`config.mk`:
```
export PLATFORM = sky130hd
export DESIGN_NAME = iob_gpio_in_filter
export DESIGN_NICKNAME = d
export VERILOG_FILES = /design/src/rtl/iob_gpio_in_filter.sv
export SDC_FILE = /design/constraint.sdc
export NUM_CORES = 2
export LEC_CHECK = 0
export CORE_ASPECT_RATIO = 1.2
export CORE_MARGIN = 2
export CORE_UTILIZATION = 62
export CTS_BUF_LIST = sky130_fd_sc_hd__clkbuf_8
export DETAILED_ROUTE_END_ITERATION = 10
export PLACE_DENSITY = 0.79
export RECOVER_POWER = 100
export SLEW_MARGIN = 0
export SYNTH_ARGS = -nofsm -noshare
export SYNTH_HDL_FRONTEND = slang
export SYNTH_SLANG_ARGS = --single-unit
export TNS_END_PERCENT = 20
```
`constraint.sdc`:
```
create_clock -name clk -period 3.5 [get_ports clk]
set_clock_uncertainty 0.1 [all_clocks]
set_input_delay 0.7 -clock clk [delete_from_list [all_inputs] [get_ports clk]]
set_output_delay 0.7 -clock clk [all_outputs]
set_load 0.01 [all_outputs]
```
`src/rtl/iob_gpio_in_filter.sv`:
```
// iob_gpio_in_filter: per-bit pad input conditioning for iob_gpio.
// Each bit goes through a synchroniser and then a programmable-stability
// debouncer. The debounced level feeds edge detection, which drives a sticky,
// maskable interrupt-pending vector.
module iob_gpio_in_filter #(
  parameter int GPIO_W      = 32,
  parameter int DEB_W       = 16,
  parameter int SYNC_STAGES = 2
) (
  input  logic              clk,
  input  logic              arst_n,
  input  logic [DEB_W-1:0]  cfg_deb_limit,
  input  logic [GPIO_W-1:0] pad_in,
  output logic [GPIO_W-1:0] gpio_clean,
  output logic [GPIO_W-1:0] rise_pulse,
  output logic [GPIO_W-1:0] fall_pulse,
  input  logic [GPIO_W-1:0] rise_en,
  input  logic [GPIO_W-1:0] fall_en,
  input  logic [GPIO_W-1:0] irq_clr,
  output logic [GPIO_W-1:0] irq_pending,
  output logic              irq
);

  localparam logic [DEB_W-1:0] DEB_ONE = DEB_W'(1);

  // sync_reg[0] samples the pads; the last stage is the synchronised level.
  logic [SYNC_STAGES-1:0][GPIO_W-1:0] sync_reg;
  logic [GPIO_W-1:0]                  sync_lvl;
  logic [GPIO_W-1:0]                  clean_q_reg;
  logic [GPIO_W-1:0]                  pending_reg;
  logic [GPIO_W-1:0]                  pending_next;

  // Plain flop chain with no logic between stages, so metastability can settle.
  always_ff @(posedge clk or negedge arst_n) begin
    if (!arst_n) begin
      sync_reg <= '0;
    end else begin
      sync_reg <= {sync_reg[SYNC_STAGES-2:0], pad_in};
    end
  end

  assign sync_lvl = sync_reg[SYNC_STAGES-1];

  // Each bit has its own debouncer. Bits share no state with each other.
  generate
    for (genvar gi = 0; gi < GPIO_W; gi++) begin : g_deb
      logic [DEB_W-1:0] cnt_reg;
      logic [DEB_W-1:0] cnt_next;
      logic             clean_reg;
      logic             clean_next;
      logic             at_limit;

      // A limit of 0 accepts on the first differing cycle, just like a limit of 1.
      // The >= compare lets a lowered limit take effect at once, even mid-count.
      assign at_limit = (cfg_deb_limit == '0) ||
                        (cnt_reg >= (cfg_deb_limit - DEB_ONE));

      // Counter: clear on agreement, accept the new level at the limit, else count.
      // The counter stops below the limit, so it cannot wrap.
      always_comb begin
        cnt_next   = cnt_reg;
        clean_next = clean_reg;
        if (sync_lvl[gi] == clean_reg) begin
          cnt_next = '0;
        end else if (at_limit) begin
          clean_next = sync_lvl[gi];
          cnt_next   = '0;
        end else begin
          cnt_next = cnt_reg + DEB_ONE;
        end
      end

      // Debounce state register.
      always_ff @(posedge clk or negedge arst_n) begin
        if (!arst_n) begin
          cnt_reg   <= '0;
          clean_reg <= 1'b0;
        end else begin
          cnt_reg   <= cnt_next;
          clean_reg <= clean_next;
        end
      end

      assign gpio_clean[gi] = clean_reg;
    end
  endgenerate

  // Debounced level delayed by one cycle, used for edge detection.
  always_ff @(posedge clk or negedge arst_n) begin
    if (!arst_n) begin
      clean_q_reg <= '0;
    end else begin
      clean_q_reg <= gpio_clean;
    end
  end

  assign rise_pulse = gpio_clean & ~clean_q_reg;
  assign fall_pulse = ~gpio_clean & clean_q_reg;

  // A new enabled edge wins over a clear in the same cycle.
  // Clearing an enable does not drop a flag that is already pending.
  always_comb begin
    pending_next = (pending_reg & ~irq_clr)
                 | (rise_pulse & rise_en)
                 | (fall_pulse & fall_en);
  end

  // Sticky pending flags.
  always_ff @(posedge clk or negedge arst_n) begin
    if (!arst_n) begin
      pending_reg <= '0;
    end else begin
      pending_reg <= pending_next;
    end
  end

  assign irq_pending = pending_reg;
  assign irq         = |pending_reg;

endmodule

```
==> impl_metrics.yaml <==
power_and_ir_drop:
  p_clk_share_pct: 41.1
  finalPower_uw: 17460
  comb_power_share_pct: 12.6
  ir_drop_mv: 0.3194
  intPower_uw: 12740
  p_seq_share_pct: 46.3
  switching_share_pct: 27.04
  power_leakage_uw: 0.02419
  p_switching_uw: 4722
  powerDensity_nw_per_um2: 341.0
sta:
  fin_ws_ns: -0.3267
  clock.fmax_ghz: 0.2613
  relSlewSlack_pct: -67.90
  fin_crit_ns: 3.827
  finalSetupViolCount: 457
  rsz0062_at_grt: "yes"
  hold_viol_final: 0
  tightest_slew_ns: 2.519
  slew_viol_final: 38
  period_share_pct: 109.3
setup_path:
  worstPathCellList: "buf_6 > buf_6 > or4_4 > buf_6 > buf_6 > nor4_4 > buf_4 > xnor2_4 > buf_12 > buf_16 > ha_4 > and4_4 > nand2_4 > a2111oi_4 > buf_4 > o31ai_2 > o211ai_1 > buf_4 > mux2_4"
  crit_fanout: 8
  cp_top_family: "buffers and inverters"
  critPathCaptureType: "flip-flop"
  worstPathArrival_ns: 4.33
  required_ns: 4.01
  cp_num_cells: 19
  cp_common_cell: "buf_6"
  cpMaxStageDelayCell: "or4_4"
  start_kind: "primary input"
  reg2reg_depth: 8
  r2r_setup_slack_ns: 0.69
  cp_num_buf_inv: 9
  cpPeakStageDelay_ns: 0.57
  critical_path_class: "in -> reg"
finish:
  fin_util_pct: 79.76
  mostFrequentLayoutCell: "dfrtp_1"
  nets: 5291
  design_area_um2: 51200
  seq_area_um2: 16820
  area_growth_pct: 27.91
  layout_common_cells: "dfrtp_1 (672), nor2_1 (496), ha_1 (445)"
  nFillCells: 3844
  largest_reg_flops: 512
  multi_input_area_um2: 24090
  drive_gt1_share_pct: 17.93
drt:
  drt-vias-per-instance: 6.020
  wl_um: 114300
  route.detailed.drc: 0
  drt.antenna.violating_nets: 0
  num_vias: 33630
  wl_per_cell_um: 20.45
  drt-initial-drc-count: 2516
  firstDrtPassIters: 5
synthesis:
  synth_top_cell_by_area: "dfrtp_1"
  synth_edf_count: 0
  synth_compound_area_share_pct: 8.633
  yosysWarnings: 0
  synthSimpleGateAreaFrac_pct: 18.44
  synth_fa_ha_area_share_pct: 15.63
  yosys.area_share.xor_xnor_pct: 11.64
  syn_area_um2: 40030
  ys_top_cells_by_area: "dfrtp_1 (42%), ha_1 (15%), xor2_1 (7.0%)"
  yosys_register_bits: 672
  syn_area_per_cell_um2: 9.896
  synth_top_family_by_area: "simple AND/OR/NAND/NOR gates"
  syn_inst: 4045
  seq_area_frac_synth_pct: 42.01
  synth_mux_area_share_pct: 0.8721
  synth.distinct_cells: 61
  syn-num-nets: 4672
  async_flop_share_pct: 100.0
  synth_flop_cell: "dfrtp_1"
  synth_top_area_share_pct: 42.01
min_path:
  min_delay_path_depth: 0
  hold_path.class: "reg -> reg"
global_route:
  grt_pass1_vias: 33664
  grt_max_degree: 112
  overflow: 0
  gr-usage-met2_pct: 55.98
  grtUsageMet3_pct: 5.553
  grt_use_total_pct: 32.87
  antenna_found_initial: 5
  grt_pass1_wl_um: 174300
  gr-max-usage-layer: "met2"
  grt_use_met1_pct: 40.63
clock_network:
  htree_levels: 3
  clockBufferDepth: 3
  clk_root_buffer_cell: "clkbuf_8"
  clock_latency_ns: 0.74
  cts_made_buffers: 108
  numClockSinks: 672
  clk_pin_slew_ns: 0.07
  cts_tree: "done"
placement:
  place_congestion: 0.8954
  port_buffers: 274
  placed_area_um2: 46180
  pre_cts_slack_ns: -1.473
  detailed_place_hpwl_um: 74550
run:
  maxCapViolations: 1
floorplan:
  core_um2: 64190
  die_w_um: 236.0
  die-area_um2: 66620
  fp-row-count: 102
  initial_core_util_pct: 62.36
  ioPinCount: 275
  die_h_um: 282.3
outcome:
  violations: "max-capacitance violations, max-slew violations, negative setup slack"
  status: "finished with violations"
==> synthesized netlist by cell type (all sizes together) (16+ instances only) <==
library cell and count:
dfrtp 672, nor2 635, ha 481, xor2 321, nand3 269, xnor2 198
nand2 190, inv 145, o21ai 138, a21oi 114, nor2b 114, and3 93
nand4 82, buf 68, and2 49, a211oi 38, and4 36, a21o 33
a22oi 33, mux2 31, clkbuf 27, nor3 26, maj3 24, o21a 24
a311o 21, a211o 18, nor4 18, o21bai 17, a31oi 16
==> area by class of cell <==
cell class / instances / share of cell area, %
Clock inverter: 64 / 0.8406
Clock buffer: 135 / 3.629
Timing Repair Buffer: 604 / 12.52
Multi-Input combinational cell: 3133 / 47.06
Antenna cell: 1 / 0.004887
Inverter: 145 / 1.070
Tap cell: 832 / 2.033
Sequential cell: 672 / 32.84
==> final timing paths <==
check | startpoint | to
worst max register to register | g_deb[21].cnt_reg[4] | g_deb[21].clean_reg
min in group asynchronous | arst_n | sync_reg[13]
max in group asynchronous | arst_n | g_deb[17].cnt_reg[3]
worst max-delay path | cfg_deb_limit[0] | g_deb[27].clean_reg
worst min register to register | sync_reg[14] | sync_lvl[14]
worst min-delay path | sync_reg[14] | sync_lvl[14]
==> metal layers <==
| layer | vias up | wire [um] | part of all wire [%] |
|---|---|---|---|
| met5 | - | 33 | 0.029 |
| met4 | 4 | 5867 | 5.1 |
| met3 | 388 | 7433 | 6.5 |
| met2 | 1188 | 55480 | 49 |
| met1 | 16635 | 45440 | 40 |
| li1 | 15415 | - | - |
==> cell families (layout without fill, tap and decap cells) <==
| logic type | after synthesis | in the layout |
|---|---|---|
| compound gates | 524 | 524 |
| simple gates | 1549 | 1549 |
| xor+xnor | 524 | 524 |
| buf+inv | 240 | 948 |
| fa+ha+maj | 505 | 505 |
| mux | 31 | 31 |
| flops | 672 | 672 |
| other cells | 0 | 1 |
==> worst register-to-register path, stage by stage, from the launching register on <==
cell	delay, ns
dfrtp_1	0.44
ha_1	0.33
o21ai_0	0.20
a2111oi_4	0.42
a211oi_2	0.14
maj3_2	0.34
o31ai_4	0.29
buf_4	0.16
mux2_4	0.28
==> repair_timing <==
item,in CTS,in global routing
resized for setup,227,281
pin swaps,91,99
endpoints found under the setup margin,545,545
endpoints found under the hold margin,30,0
cloned,9,6
buffers inserted,35,24
hold buffers,1,0
==> power by group through the flow <==
stage	registers [uW]	clock network (uW)	logic [uW]
6_report	8090	7170	2200
5_1_grt	8100	7630	2400
4_1_cts	8080	7250	2040
3_5_place_dp	8220	0	1880
3_3_place_gp	8210	0	1810
2_1_floorplan	8170	0	845
==> per-stage QoR <==
| step | cells | TNS (ns) | hold WS, ns |
|---|---|---|---|
| final | 5586 | -60.88 | 0.2420 |
| after global routing | 5586 | -140.88 | 0.2514 |
| after CTS | 5561 | -33.77 | 0.2442 |
| after detailed placement | 5317 | -700.57 | 0.2362 |
| after global placement | 5317 | -670.63 | 0.2323 |
| after floorplan | 4045 | -589.77 | 0.2312 |
Power figures use the tool's default switching activity.
